--- config.mk ---
export PLATFORM = sky130hd
export DESIGN_NAME = socetlib_fifo_param
export DESIGN_NICKNAME = d
export VERILOG_FILES = /design/src/rtl/socetlib_fifo_pkg.sv /design/src/rtl/socetlib_fifo_mem.sv /design/src/rtl/socetlib_fifo_param.sv
export SDC_FILE = /design/constraint.sdc
export NUM_CORES = 1
export LEC_CHECK = 0
export CAP_MARGIN = 20
export CORE_MARGIN = 2
export CORE_UTILIZATION = 60
export CTS_BUF_LIST = sky130_fd_sc_hd__clkbuf_4
export DETAILED_ROUTE_END_ITERATION = 12
export PLACE_DENSITY = 0.84
export SETUP_SLACK_MARGIN = 0.05
export SLEW_MARGIN = 20
export SYNTH_ARGS = -nofsm -noshare
export SYNTH_HDL_FRONTEND = slang
export SYNTH_SLANG_ARGS = --single-unit
--- constraint.sdc ---
create_clock -name CLK -period 3.3 [get_ports CLK]
set_input_delay 0.99 -clock CLK [delete_from_list [all_inputs] [get_ports CLK]]
set_output_delay 0.99 -clock CLK [all_outputs]
set_load 0.01 [all_outputs]
--- src/rtl/socetlib_fifo_pkg.sv ---
// rtl/socetlib_fifo_pkg.sv - shared helpers for the parametrised FIFO
//
// Purpose: holds the count-width helper used by the FIFO top for its
//          count/high_water ports.
package socetlib_fifo_pkg;

    // Bits needed to hold 0..d inclusive (occupancy of a d-entry FIFO).
    function automatic int clog2p1(input int d);
        return $clog2(d + 1);
    endfunction

endpackage

--- src/rtl/socetlib_fifo_mem.sv ---
// rtl/socetlib_fifo_mem.sv - DEPTH x WIDTH register array, sync write, async read
//
// Purpose: storage for socetlib_fifo_param.
// Ports:
//   CLK, nRST          clock (rising edge), asynchronous active-low reset
//   we, waddr, wdata   synchronous write port
//   raddr, rdata       combinational read port
module socetlib_fifo_mem #(
    parameter int WIDTH = 8,
    parameter int DEPTH = 8,
    parameter int AW    = 3
) (
    input  logic             CLK,
    input  logic             nRST,
    input  logic             we,
    input  logic [AW-1:0]    waddr,
    input  logic [WIDTH-1:0] wdata,
    input  logic [AW-1:0]    raddr,
    output logic [WIDTH-1:0] rdata
);

    logic [WIDTH-1:0] mem [DEPTH];

    always_ff @(posedge CLK or negedge nRST) begin
        if (!nRST) begin
            for (int i = 0; i < DEPTH; i++) begin
                mem[i] <= '0;
            end
        end else if (we) begin
            mem[waddr] <= wdata;
        end
    end

    assign rdata = mem[raddr];

endmodule

--- src/rtl/socetlib_fifo_param.sv ---
// rtl/socetlib_fifo_param.sv - parametrised first-word-fall-through synchronous FIFO
//
// Purpose: FIFO with configurable width/depth, almost-full/almost-empty
//          thresholds, sticky overrun/underrun flags and a high-water mark.
// Ports:
//   CLK, nRST                   clock (rising edge), asynchronous active-low reset
//   WEN, wdata                  write request and data
//   REN                         read request (pops the head entry)
//   clear                       synchronous flush, overrides WEN/REN
//   rdata                       head entry, always visible
//   full, empty                 count == DEPTH / count == 0
//   almost_full, almost_empty   count >= AF_LEVEL / count <= AE_LEVEL
//   overrun, underrun           sticky error flags
//   count, high_water           occupancy and peak occupancy since reset/clear
module socetlib_fifo_param
    import socetlib_fifo_pkg::*;
#(
    parameter int WIDTH    = 8,
    parameter int DEPTH    = 8,
    parameter int AF_LEVEL = DEPTH - 1,
    parameter int AE_LEVEL = 1
) (
    input  logic                        CLK,
    input  logic                        nRST,
    input  logic                        WEN,
    input  logic                        REN,
    input  logic                        clear,
    input  logic [WIDTH-1:0]            wdata,
    output logic [WIDTH-1:0]            rdata,
    output logic                        full,
    output logic                        empty,
    output logic                        almost_full,
    output logic                        almost_empty,
    output logic                        overrun,
    output logic                        underrun,
    output logic [clog2p1(DEPTH)-1:0]   count,
    output logic [clog2p1(DEPTH)-1:0]   high_water
);

    localparam int AW = (DEPTH > 1) ? $clog2(DEPTH) : 1;
    localparam int CW = clog2p1(DEPTH);

    localparam logic [CW-1:0] FULL_C = CW'(DEPTH);
    localparam logic [CW-1:0] AF_C   = CW'(AF_LEVEL);
    localparam logic [CW-1:0] AE_C   = CW'(AE_LEVEL);

    generate
        if (DEPTH < 2 || (DEPTH & (DEPTH - 1)) != 0) begin : g_bad_depth
            $error("socetlib_fifo_param: DEPTH must be a power of 2 and >= 2");
        end
        if (WIDTH < 1) begin : g_bad_width
            $error("socetlib_fifo_param: WIDTH must be >= 1");
        end
    endgenerate

    logic [AW-1:0] wptr;
    logic [AW-1:0] rptr;
    logic [CW-1:0] count_next;
    logic [CW-1:0] high_water_next;
    logic          wr_acc;
    logic          rd_acc;

    // A full FIFO still accepts a write when a read frees the head slot in
    // the same cycle; an empty FIFO never pops, even if a write lands.
    assign wr_acc = WEN && (!full || REN);
    assign rd_acc = REN && !empty;

    always_comb begin
        count_next = count;
        if (wr_acc && !rd_acc) begin
            count_next = count + CW'(1);
        end else if (!wr_acc && rd_acc) begin
            count_next = count - CW'(1);
        end
        high_water_next = (count_next > high_water) ? count_next : high_water;
    end

    always_ff @(posedge CLK or negedge nRST) begin
        if (!nRST) begin
            wptr       <= '0;
            rptr       <= '0;
            count      <= '0;
            high_water <= '0;
            overrun    <= 1'b0;
            underrun   <= 1'b0;
        end else if (clear) begin
            wptr       <= '0;
            rptr       <= '0;
            count      <= '0;
            high_water <= '0;
            overrun    <= 1'b0;
            underrun   <= 1'b0;
        end else begin
            if (wr_acc) begin
                wptr <= wptr + AW'(1);
            end
            if (rd_acc) begin
                rptr <= rptr + AW'(1);
            end
            count      <= count_next;
            high_water <= high_water_next;
            if (WEN && full && !REN) begin
                overrun <= 1'b1;
            end
            if (REN && empty) begin
                underrun <= 1'b1;
            end
        end
    end

    socetlib_fifo_mem #(
        .WIDTH (WIDTH),
        .DEPTH (DEPTH),
        .AW    (AW)
    ) u_mem (
        .CLK   (CLK),
        .nRST  (nRST),
        .we    (wr_acc && !clear),
        .waddr (wptr),
        .wdata (wdata),
        .raddr (rptr),
        .rdata (rdata)
    );

    assign full         = (count == FULL_C);
    assign empty        = (count == '0);
    assign almost_full  = (count >= AF_C);
    assign almost_empty = (count <= AE_C);

endmodule

==> impl_metrics.csv <==
group,metric,value,unit
run_status,outcome,"complete, no violations",
timing,finalMaxSlewViolations,0,
timing,fin_crit_sh,93.9,%
final_layout,stdcell_count,448,
synthesis,ys_seq_area_share,48.3,%
global_route,grt_max_degree,81,
final_layout,fin_nets,385,
cts,cts_buffers,9,
cts,cts_root_buf,"clkbuf_4",
floorplan,die_y,87.1,µm
floorplan,die_area,0.00759,mm²
cts,clk_pin_slew_worst_paths,0.13,ns
critical_path,end_kind,"flop",
critical_path,critPathTopFamily,"simple AND/OR/NAND/NOR gates",
critical_path,cp_cell_sequence,"dlymetal6s2s_1 > or4b_4 > mux2_4 > a211oi_2 > inv_1 > ha_4 > and4_4 > or3_4 > a211oi_4 > a2111oi_2",
synthesis,synth_cells,296,
synthesis,ys_types,52,
synthesis,ys.flop_type,"dfrtp_1",
floorplan,die_w,87.1,µm
cts,cts_sinks,80,
critical_path,cp.required,3.59,ns
drt,vias,2713,
drt,detail_route.iter0.violations,115,
critical_path,start_kind,"input port",
pwr,pwr_density_cell,728,mW/mm²
placed_design,place_congestion,0.824,
synthesis,synthArstFlopShare,100,%
placed_design,place_inst,429,
placed_design,hpwl,5750,µm
pwr,p_leak,0.00234,µW
final_layout,final_cell_mix,"79 x dfrtp_1, 54 x mux2_2, 36 x buf_4, 23 x clkdlybuf4s50_1, 17 x mux2_4",
final_layout,antenna_cells,0,
critical_path,crit_arrival,3.39,ns
min_path,min_path_type,"flop to flop",
global_route,grt_usage,23.8,%
drt,routed_wirelength,8590,µm
final_layout,final_area,0.00502,mm²
critical_path,rrSetupSlack,0.28,ns
cts,cts_tree,"done",
global_route,antenna_found_initial,0,
placed_design,dpl_cell_area,0.00476,mm²
global_route,grt_pass1_wl,13600,µm
synthesis,syn_nets,318,
critical_path,path_max_fanout,4,
final_layout,final_common_cell,"dfrtp_1",
timing,finalHoldViolCount,0,
timing,clock_skew,0.0101,ns
synthesis,synth_seq_cells,80,
synthesis,ys.warnings.count,0,
critical_path,path_buf_inv,2,
cts,cts_htree_levels,3,
floorplan,initial_core_util,61.4,%
cts,clockBufferDepth,2,
drt,first_pass_iters,4,
drt,drtAntennaViolNets,0,
drt,drc_errors,0,
floorplan,rows,30,
final_layout,drive_gt1_share,45.1,%
final_layout,nFillCells,406,
timing,setup-violations-final,0,
timing,rsz0062_at_grt,"no",
placed_design,portBuffers,34,
timing,fmax,323,MHz
flow_run,maxCapViolCount,0,
synthesis,avgSynthCellArea,14.0,µm²
drt,vias_per_cell,6.06,
timing,fin_crit,3.10,ns
timing,worst_pin_slew,0.980,ns
final_layout,area_growth,21.0,%
global_route,grt_pass1_vias,2713,
drt,wl_per_cell,19.2,µm
floorplan,ios,35,
critical_path,critical_path_class,"input port to flop",
critical_path,slowest_delay,0.49,ns
cts,clk_latency,0.41,ns
floorplan,core,0.00676,mm²
global_route,grt_overflow,0,
synthesis,synth-edff-count,0,
critical_path,cp_slowest_cell,"or4b_4",
timing,max_slew_margin,34.7,%
synthesis,syn_area,0.00415,mm²
cts,cts_hold_buf,0,
pwr,irDropWorstVdd,0.000630,V
## final timing paths
check / startpoint / depth (start not counted) / end
max in group asynchronous: nRST / 1 / rptr[1]$_DFFE_PN0P_
max reg2reg: count[1]$_DFF_PN0_ / 12 / high_water[1]$_DFFE_PN0P_
min in group asynchronous: nRST / 1 / underrun$_DFFE_PN0P_
max: WEN / 10 / high_water[1]$_DFFE_PN0P_
min: u_mem.mem[27]$_DFFE_PN0P_ / 1 / u_mem.mem[27]$_DFFE_PN0P_
min reg2reg: u_mem.mem[27]$_DFFE_PN0P_ / 1 / u_mem.mem[27]$_DFFE_PN0P_
## layout make-up
cell class	count	area, µm²	area share [%]
sequential	80	2000	39.9
tap	80	100	2.00
timing repair buffer	72	638	12.7
inverter	9	33.8	0.673
clock buffer	11	82.6	1.65
multi-input combinational	191	2100	41.9
clock inverter	5	57.6	1.15
## worst reg2reg max path: stages (launching register included)
cell	delay, ns
dfrtp_1	0.40
inv_1	0.15
ha_4	0.24
nand2b_4	0.07
buf_4	0.15
a21oi_1	0.31
o311a_1	0.29
a21oi_1	0.09
ha_1	0.30
and4_4	0.21
or3_4	0.40
a211oi_4	0.23
a2111oi_2	0.05
## per-layer routing
metal  track usage [%]  share of wire (%)  vias up
li1                  -                  -     1248
met2              38.9                 52       57
met1              32.6                 43     1397
met3              2.94                3.5       11
met5                 0                  0        -
met4              9.93                1.4        0
## sequential cells by signal (all words and copies together), names as in the netlist
name,cells
high_water,4
wptr,3
overrun,1
underrun,1
rptr,3
u_mem.mem,64
count,4
## synthesized netlist by cell type, types with 2 or more instances
master	count	area [µm²]
buf_2	5	25.0
buf_6	2	22.5
mux2_4	16	240
a21oi_1	11	55.1
and3_1	2	12.5
dfrtp_1	80	2000
a211oi_1	7	52.6
ha_1	9	113
and2_1	2	12.5
nor2_2	2	12.5
clkbuf_1	5	18.8
mux4_2	16	360
inv_1	9	33.8
nor3_1	3	15.0
or3_1	2	12.5
nor3_2	2	20.0
buf_1	2	7.51
nor4b_1	3	26.3
buf_4	2	15.0
or4b_1	2	20.0
nand3b_1	2	15.0
xor2_1	5	43.8
mux2_1	2	22.5
nand2_1	3	11.3
nand3_1	2	10.0
o21ai_0	3	15.0
nor2_1	17	63.8
nor4bb_1	2	20.0
mux2_2	55	619
## kinds of logic after synthesis
family          after synthesis  share of synthesized area, %
fa+ha+maj                     9                          2.72
simple gates                 57                          9.87
buf+inv                      25                          2.96
mux                          90                          30.2
flops                        80                          48.3
xor+xnor                      5                          1.06
compound gates               30                          4.89
## per-stage QoR
stage / setup TNS (ns) / total power [µW] / util (%) / setup slack [ns] / hold slack (ns)
global route: 0 / 3870 / 74.3 / 0.0791 / 0.532
global placement: -1.40 / 2780 / 70.4 / -0.405 / 0.474
detailed placement: -1.78 / 2860 / 70.4 / -0.517 / 0.482
floorplan: 0 / 2280 / - / 0.0650 / 0.459
finish: 0 / 3650 / 74.3 / 0.201 / 0.515
CTS: 0 / 3480 / 73.1 / 0.0561 / 0.511
## what timing repair did
action                                  4_1_cts  5_1_grt
gates resized for setup                      21       12
setup buffers                                 1        2
endpoints found under the setup margin       13        5
pin swaps                                     3        6
cloned                                        0        0
## power breakdown
part,internal (µW),switching (µW),total (µW),leakage [µW]
Sequential,1170,140,1310,0.00106
Clock,247,337,584,0.0000691
Combinational,993,760,1750,0.00121
Power figures use the tool's default switching activity.
